### config.mk
export PLATFORM = sky130hd
export DESIGN_NAME = main_fsm
export DESIGN_NICKNAME = d
export VERILOG_FILES = /design/src/rtl/mips_ctl_pkg.sv /design/src/rtl/main_fsm_outdec.sv /design/src/rtl/main_fsm.sv
export SDC_FILE = /design/constraint.sdc
export NUM_CORES = 1
export LEC_CHECK = 0
export CAP_MARGIN = 25
export CORE_MARGIN = 8
export CORE_UTILIZATION = 37
export DETAILED_ROUTE_END_ITERATION = 16
export HOLD_SLACK_MARGIN = 0.02
export PLACE_DENSITY = 0.79
export SYNTH_ARGS = -nofsm -noshare
export SYNTH_HDL_FRONTEND = slang
export SYNTH_SLANG_ARGS = --single-unit
### constraint.sdc
create_clock -name clk -period 1.9 [get_ports clk]
set_input_delay 0.38 -clock clk [delete_from_list [all_inputs] [get_ports clk]]
set_output_delay 0.38 -clock clk [all_outputs]
set_load 0.02 [all_outputs]
### src/rtl/mips_ctl_pkg.sv
// mips_ctl_pkg: shared state encoding, opcodes and control-field codes for the
// multicycle MIPS controller (main FSM and ALU decoder).
package mips_ctl_pkg;

    typedef enum logic [3:0] {
        FETCH   = 4'd0,
        DECODE  = 4'd1,
        MEMADR  = 4'd2,
        MEMRD   = 4'd3,
        MEMWB   = 4'd4,
        MEMWR   = 4'd5,
        EXECUTE = 4'd6,
        ALUWB   = 4'd7,
        BRANCH  = 4'd8,
        ADDIEX  = 4'd9,
        ADDIWB  = 4'd10,
        JUMP    = 4'd11
    } state_t;

    localparam logic [5:0] OP_LW    = 6'b100011;
    localparam logic [5:0] OP_SW    = 6'b101011;
    localparam logic [5:0] OP_RTYPE = 6'b000000;
    localparam logic [5:0] OP_BEQ   = 6'b000100;
    localparam logic [5:0] OP_ADDI  = 6'b001000;
    localparam logic [5:0] OP_J     = 6'b000010;

    localparam logic [1:0] ALUOP_ADD   = 2'b00;
    localparam logic [1:0] ALUOP_SUB   = 2'b01;
    localparam logic [1:0] ALUOP_FUNCT = 2'b10;

    localparam logic [1:0] SRCB_REG   = 2'b00;
    localparam logic [1:0] SRCB_FOUR  = 2'b01;
    localparam logic [1:0] SRCB_IMM   = 2'b10;
    localparam logic [1:0] SRCB_IMMSH = 2'b11;

    localparam logic [1:0] PCSRC_ALU    = 2'b00;
    localparam logic [1:0] PCSRC_ALUOUT = 2'b01;
    localparam logic [1:0] PCSRC_JUMP   = 2'b10;

    function automatic logic is_legal(input logic [5:0] op);
        return op inside {OP_LW, OP_SW, OP_RTYPE, OP_BEQ, OP_ADDI, OP_J};
    endfunction

endpackage

### src/rtl/main_fsm_outdec.sv
// main_fsm_outdec: pure combinational state -> control-word decoder.
module main_fsm_outdec
    import mips_ctl_pkg::*;
(
    input  logic [3:0] state,
    input  logic [5:0] op,
    input  logic       memready,
    output logic       pcwrite,
    output logic       branch,
    output logic       irwrite,
    output logic       memwrite,
    output logic       regwrite,
    output logic       iord,
    output logic       memtoreg,
    output logic       regdst,
    output logic       alusrca,
    output logic [1:0] alusrcb,
    output logic [1:0] pcsrc,
    output logic [1:0] aluop,
    output logic       illegal_op
);
    always_comb begin
        pcwrite    = 1'b0;
        branch     = 1'b0;
        irwrite    = 1'b0;
        memwrite   = 1'b0;
        regwrite   = 1'b0;
        iord       = 1'b0;
        memtoreg   = 1'b0;
        regdst     = 1'b0;
        alusrca    = 1'b0;
        alusrcb    = SRCB_REG;
        pcsrc      = PCSRC_ALU;
        aluop      = ALUOP_ADD;
        illegal_op = 1'b0;
        case (state)
            FETCH: begin
                alusrcb = SRCB_FOUR;
                irwrite = memready;
                pcwrite = memready;
            end
            DECODE: begin
                alusrcb    = SRCB_IMMSH;
                illegal_op = !is_legal(op);
            end
            MEMADR, ADDIEX: begin
                alusrca = 1'b1;
                alusrcb = SRCB_IMM;
            end
            MEMRD: iord = 1'b1;
            MEMWB: begin
                memtoreg = 1'b1;
                regwrite = 1'b1;
            end
            MEMWR: begin
                iord     = 1'b1;
                memwrite = 1'b1;
            end
            EXECUTE: begin
                alusrca = 1'b1;
                aluop   = ALUOP_FUNCT;
            end
            ALUWB: begin
                regdst   = 1'b1;
                regwrite = 1'b1;
            end
            BRANCH: begin
                alusrca = 1'b1;
                aluop   = ALUOP_SUB;
                pcsrc   = PCSRC_ALUOUT;
                branch  = 1'b1;
            end
            ADDIWB: regwrite = 1'b1;
            JUMP: begin
                pcsrc   = PCSRC_JUMP;
                pcwrite = 1'b1;
            end
            default: ;
        endcase
    end
endmodule

### src/rtl/main_fsm.sv
// main_fsm: multicycle MIPS main controller; state register, next-state logic
// and memory-wait gating, with control outputs decoded from the current state.
module main_fsm
    import mips_ctl_pkg::*;
#(
    parameter bit MEM_WAIT_EN = 1'b1
) (
    input  logic       clk,
    input  logic       reset,
    input  logic [5:0] op,
    input  logic       memready,
    output logic       pcwrite,
    output logic       branch,
    output logic       irwrite,
    output logic       memwrite,
    output logic       regwrite,
    output logic       iord,
    output logic       memtoreg,
    output logic       regdst,
    output logic       alusrca,
    output logic [1:0] alusrcb,
    output logic [1:0] pcsrc,
    output logic [1:0] aluop,
    output logic       illegal_op,
    output logic [3:0] state
);
    state_t cur, nxt;
    logic   ready;

    assign ready = MEM_WAIT_EN ? memready : 1'b1;
    assign state = cur;

    always_ff @(posedge clk or posedge reset)
        if (reset) cur <= FETCH;
        else       cur <= nxt;

    always_comb begin
        nxt = FETCH;
        case (cur)
            FETCH:   nxt = ready ? DECODE : FETCH;
            DECODE:  nxt = (op == OP_LW || op == OP_SW) ? MEMADR :
                           (op == OP_RTYPE) ? EXECUTE :
                           (op == OP_BEQ)   ? BRANCH  :
                           (op == OP_ADDI)  ? ADDIEX  :
                           (op == OP_J)     ? JUMP    : FETCH;
            MEMADR:  nxt = (op == OP_SW) ? MEMWR : MEMRD;
            MEMRD:   nxt = ready ? MEMWB : MEMRD;
            MEMWR:   nxt = ready ? FETCH : MEMWR;
            EXECUTE: nxt = ALUWB;
            ADDIEX:  nxt = ADDIWB;
            default: nxt = FETCH;
        endcase
    end

    // Gating ready with reset keeps the FETCH write enables low while reset is held.
    main_fsm_outdec u_outdec (
        .state      (cur),
        .op         (op),
        .memready   (ready & ~reset),
        .pcwrite    (pcwrite),
        .branch     (branch),
        .irwrite    (irwrite),
        .memwrite   (memwrite),
        .regwrite   (regwrite),
        .iord       (iord),
        .memtoreg   (memtoreg),
        .regdst     (regdst),
        .alusrca    (alusrca),
        .alusrcb    (alusrcb),
        .pcsrc      (pcsrc),
        .aluop      (aluop),
        .illegal_op (illegal_op)
    );
endmodule

# After elaboration in Yosys (flattened, before gate mapping)
# Cells that the tools add are included.
# totals
ff_bits	4
output_inout_bits	20
# op_classes
mux	23
eq_ne	16
n_reduce_logical	9
bitwise_logic	2
# ops
op	count
4-bit one-hot mux with 7 select lines	1
4-bit 2-to-1 mux	5
4-bit by 3-bit == test with 1-bit output (second input constant)	4
4-bit == test (second input constant)	4
6-bit == test (second input constant)	2
1-bit 2-to-1 mux	10
3-bit 2-to-1 mux	3
4-bit by 2-bit == test with 1-bit output (second input constant)	2
2-bit one-hot mux with 2 select lines	2
6-bit by 2-bit == test with 1-bit output (second input constant)	1
6-bit by 3-bit == test with 1-bit output (second input constant)	1
6-bit by 4-bit == test with 1-bit output (second input constant)	1
6-bit logical NOT	1
2-bit one-hot mux with 3 select lines	1
6-bit nonzero test	1
4-bit by 1-bit == test with 1-bit output (second input constant)	1
4-bit logical NOT	1
2-bit OR reduction	2
4-bit OR reduction	1
3-bit OR reduction	1
1-bit one-hot mux with 2 select lines	1
1-bit bitwise AND	1
1-bit logical NOT	1
1-bit logical OR	1
1-bit inverter	1

# Longest topological paths before layout
# logic_depth
ltp_word	7
ltp_mapped	5

# By module
# From an unflattened synthesis, not the netlist that was laid out.
# hier_totals
hier_cells	75
area_unflattened_um2	536.8
# by_module_without_submodules
mod	area_each_um2	cells_each	instances
main_fsm	304.0	39	1
main_fsm_outdec	232.7	36	1

# Worst setup path before layout
# No wires, ideal clock.
# synth_path
path_type	flip-flop to output port
from	register cur[2], in the netlist state[2]
to	output aluop[0]
arrival_ns	1.674
stages_incl_launch_ff	5
n_path_buf	2
setup_slack_ns	-0.154
t_required_ns	1.520
path_cell_list	dfrtp_1 -> buf_2 -> nand2b_1 -> nor3_1 -> buf_4
# synth_between
elab_chain_cells	2
elab_cells_between_ends	3
classes_between	2 x eq/ne; 1 x mux
# synth_lines
item	line	source
start: declaration	main_fsm.sv:27	state_t cur, nxt;
start signal: assignment	main_fsm.sv:35	else cur <= nxt;
4-bit == test / 4-bit by 3-bit == test with 1-bit output (equally long branches)	main_fsm_outdec.sv:36	case (state)
2-bit one-hot mux with 2 select lines *	main_fsm_outdec.sv:36	
end: declaration	main_fsm.sv:23	output logic [1:0] aluop,
# Mark *: on every way between the ends. The rest lies on a longest branch, timed or not.

# Worst setup path after layout
# layout_path
from	register cur[1], in the netlist state[1]
to	output pcwrite
# layout_between
elab_chain_cells	2
elab_cells_between_ends	3
classes_between	1 x eq/ne; 1 x mux; 1 x reduce/logical
# layout_lines
item	line	source
4-bit == test / 4-bit logical NOT (equally long branches)	main_fsm_outdec.sv:36	
1-bit one-hot mux with 2 select lines *	main_fsm_outdec.sv:36	
end: declaration	main_fsm.sv:12	output logic pcwrite,
# Marks and branches as above.

==> qor_table.md <==
| Group | Quantity | Value |
| --- | --- | --- |
| finish | Sequential cell area | 100.1 sq um |
| floorplan | Die extent in y | 53.51 um |
| sta | Worst clock skew on the final layout | 0.002182 ns |
| placement | Half-perimeter wire length of the detailed placement result | 1455 um |
| min path | Min-delay worst type | primary input to async pin |
| floorplan | Floorplan die width | 53.51 um |
| route | Number of iterations in the first detailed-routing pass | 4 |
| clock tree | Number of buffers added for setup after CTS | 0 |
| setup path | Worst-path fanout max | 2 |
| yosys | Post-synthesis sequential element count | 4 |
| clock tree | Maximum buffer depth of the clock tree | 2 |
| route | Detail Route Antenna Nets | 0 |
| power | Switching power of the nets | 0.4452 mW |
| yosys | Count of different cell masters after synthesis | 35 |
| finish | Final antenna diode count | 0 |
| sta | RSZ-0062 raised after global routing | true |
| setup path | Setup crit start kind | flip-flop |
| power | Clock network power share | 0.113 |
| route | Metal2 WL | 965 um |
| setup path | Critical R2R Launch | state[1] |
| route | Uppermost metal layer occupied by signal nets | met4 |
| clock tree | Clock transition at the register clock pins on the worst setup and hold paths after CTS | 0.04 ns |
| power | Switching power as a share of total power | 0.4601 |
| sta | Worst slew margin relative to its limit | 0.6926 |
| route | Total detailed-routing wirelength | 1921 um |
| setup path | Data arrival time of the critical path | 1.52 ns |
| global routing | GRT Total Usage | 0.1420 |
| placement | Final GP Congestion | 0.8172 |
| yosys | Syn Inst Count | 70 |
| floorplan | Die area | 0.002863 sq mm |
| status | Outcome | finished clean |
| setup path | Worst-path cell with the longest stage delay | sky130_fd_sc_hd__or4b_4 |
| setup path | Worst Path Required | 1.52 ns |
| sta | Number of slew-limit violations in the final report | 0 |
| finish | Cell area after layout | 949.7 sq um |
| setup path | Worst setup path start | state[1] |
| power | Comb power frac | 0.753 |
| sta | Final Hold Fails | 0 |
| finish | Commonest non-fill, non-tap cell in the layout | sky130_fd_sc_hd__buf_4 |
| clock tree | Root Buffer Master | sky130_fd_sc_hd__clkbuf_4 |
| yosys | Syn. warnings | 0 |
| route | Via Count | 715 |
| global routing | Gr ovfl total | 0 |
| route | Drt drc | 0 |
| sta | Minimum clock period after layout | 1.899 ns |
| setup path | List of cells traversed by the critical path | or4b_4 -> o21ai_1 -> and2b_1 -> buf_6 |
| finish | Nets | 126 |
| setup path | Critical Path End Type | primary output |
| clock tree | TritonCTS clock tree | built |
| sta | Count of endpoints failing setup in the final report | 0 |
| route | Detailed-route wire length on metal 1 | 828 um |
| yosys | Post-synthesis instance area | 520.5 sq um |
| floorplan | Core Region | 0.001301 sq mm |
| floorplan | Number of placement rows | 13 |
| sta | Pin slew with the least headroom to its limit | 0.4549 ns |
| floorplan | Total I/O pin count | 29 |
| route | Vias per cell | 5.500 |
| placement | Area after DPL | 943.4 sq um |
| power | Pwr/cell area | 1019 mW/mm^2 |
| route | Met3 WL | 118 um |
| yosys | Post-synthesis sequential area ratio | 0.1923 |
| route | Initial detailed-routing violation count | 21 |
| finish | Area overhead of the layout relative to synthesis | 82.45% |
| sta | Peak clock frequency supported by timing | 526.6 MHz |
| sta | Part of the cycle the worst path needs | 0.9996 |
| clock tree | Number of CTS-inserted buffers | 3 |
| setup path | Category of the critical setup timing path | flip-flop to primary output |
| yosys | Post-synthesis average cell area | 7.436 sq um |
| sta | Setup TNS | 0 ns |
| power | Internal cell power | 0.5225 mW |
| clock tree | H-Tree Level Count | 1 |
| global routing | Initial antenna violation count | 0 |
| global routing | Global-route wire length before repair | 3174 um |
| finish | Number of fill cells in the layout | 104 |
| global routing | Pin count of the biggest net entering global routing | 19 |
| placement | Port Buffers | 28 |
| flow run | Max-cap violation count | 0 |
| clock tree | Clock latency of the later-clocked register in the worst-skew pair | 0.24 ns |
| finish | Fraction of layout cells with a size suffix above 1 | 0.3565 |
| setup path | Biggest cell delay along the critical path | 0.52 ns |
| clock tree | Number of clock sinks | 4 |
| power | Share of power burned in registers | 0.133 |
| yosys | Synthesized Nets | 79 |
| power | VDD IR-drop max | 551.5 uV |
| global routing | Number of global-route vias before repair | 700 |
| clock tree | Number of hold buffers added after cts | 0 |
| finish | Max reg flops | 4 |
| floorplan | Starting density of the core | 0.4000 |
| finish | Commonest cells after routing, fill and taps aside | sky130_fd_sc_hd__buf_4 (20), sky130_fd_sc_hd__nor2_1 (9), sky130_fd_sc_hd__dlygate4sd2_1 (9) |
| power | Reported leakage power | 0.4641 nW |
| finish | Multi-input combinational cell area | 404.1 sq um |
| route | Mean routed wirelength per cell | 14.78 um |
==> per-stage QoR <==
step | util | instances | worst slack [ns] | power, mW | hold WS (ns)
floorplan | - | 70 | 0.04789 | 0.5169 | 0.1461
detailed placement | 0.7250 | 127 | -0.6600 | 0.8555 | 0.6254
global placement | 0.7250 | 127 | -0.6181 | 0.8427 | 0.6013
finish | 0.7298 | 130 | 0.0008550 | 0.9677 | 0.1194
CTS | 0.7452 | 130 | -0.02805 | 0.9513 | 0.1772
global route | 0.7298 | 130 | -0.05912 | 1.034 | 0.1410
==> worst max-delay path: cells and delay by family, from the launching register on <==
family | cells | cell delay (ns)
AOI/OAI and AO/OA | 1 | 0.12
DFF | 1 | 0.38
and+or+nand+nor | 2 | 0.66
buffers and inverters | 1 | 0.11
==> path summary, 6_finish.rpt <==
path / cells past startpoint / slack (ns) / endpoint
setup / recovery: 4 / 0.0009 / pcwrite
hold / removal: 2 / 0.12 / state[1]
setup reg to reg: 5 / 0.35 / state[2]
hold reg to reg: 2 / 0.73 / state[3]
max in group asynchronous: 2 / 1.63 / state[3]
min in group clk: 2 / 0.73 / state[3]
==> kinds of logic after synthesis <==
logic type | Yosys count | synth area share
buf+inv | 8 | 0.08415
mux | 1 | 0.01923
simple gates | 38 | 0.4471
flops | 4 | 0.1923
compound gates | 17 | 0.2235
xor+xnor | 2 | 0.03366
==> final cells by class <==
cell class,count,share of cell area
clock buffers,3,0.02372
inverters,2,0.007905
multi-input cells,58,0.4256
flip-flops and latches,4,0.1054
well taps,15,0.01976
repair buffers,48,0.4177
==> what timing repair did <==
action                                  CTS  global route
pin swaps                                 3             1
endpoints found under the setup margin   17            13
resized for setup                        51            16
==> synthesized netlist by cell type <==
master,number,share of area
sky130_fd_sc_hd__a221oi_1,1,0.017
sky130_fd_sc_hd__o21ai_1,1,0.0096
sky130_fd_sc_hd__and3_1,3,0.036
sky130_fd_sc_hd__nor4bb_1,1,0.019
sky130_fd_sc_hd__nor4_1,1,0.012
sky130_fd_sc_hd__nand2_1,1,0.0072
sky130_fd_sc_hd__a21o_1,1,0.014
sky130_fd_sc_hd__or2_2,2,0.024
sky130_fd_sc_hd__xor2_1,2,0.034
sky130_fd_sc_hd__nor2b_1,1,0.012
sky130_fd_sc_hd__mux2i_1,1,0.019
sky130_fd_sc_hd__nand3_1,2,0.019
sky130_fd_sc_hd__o221ai_1,1,0.017
sky130_fd_sc_hd__and2b_1,1,0.014
sky130_fd_sc_hd__o211ai_1,3,0.043
sky130_fd_sc_hd__nor4b_1,1,0.017
sky130_fd_sc_hd__nor4b_2,1,0.029
sky130_fd_sc_hd__inv_1,2,0.014
sky130_fd_sc_hd__a21oi_1,1,0.0096
sky130_fd_sc_hd__clkbuf_1,2,0.014
sky130_fd_sc_hd__and4b_1,1,0.019
sky130_fd_sc_hd__nor3_1,5,0.048
sky130_fd_sc_hd__or4b_4,1,0.026
sky130_fd_sc_hd__nand2b_1,5,0.060
sky130_fd_sc_hd__buf_2,2,0.019
sky130_fd_sc_hd__nor2_1,9,0.065
sky130_fd_sc_hd__dfrtp_1,4,0.19
sky130_fd_sc_hd__buf_4,1,0.014
sky130_fd_sc_hd__a211oi_1,2,0.029
sky130_fd_sc_hd__nand4_1,2,0.024
sky130_fd_sc_hd__o21ai_0,5,0.048
sky130_fd_sc_hd__nor3b_1,1,0.014
sky130_fd_sc_hd__a311o_1,1,0.019
sky130_fd_sc_hd__buf_6,1,0.022
sky130_fd_sc_hd__o2111ai_1,1,0.017
==> per-layer routing <==
layer / GRT usage / vias up
li1: - / 355
met1: 0.1512 / 333
met2: 0.2578 / 25
met3: 0.04202 / 2
met4: 0.05042 / 0
met5: 0 / -
==> power groups by stage <==
stage                     clock [mW]  combinational (mW)  sequential [mW]
after floorplan                    0               0.357            0.160
after global placement             0               0.718            0.125
after detailed placement           0               0.730            0.125
after CTS                      0.112               0.713            0.126
after global routing           0.119               0.784            0.132
final                          0.110               0.729            0.129
Power figures use the tool's default switching activity.
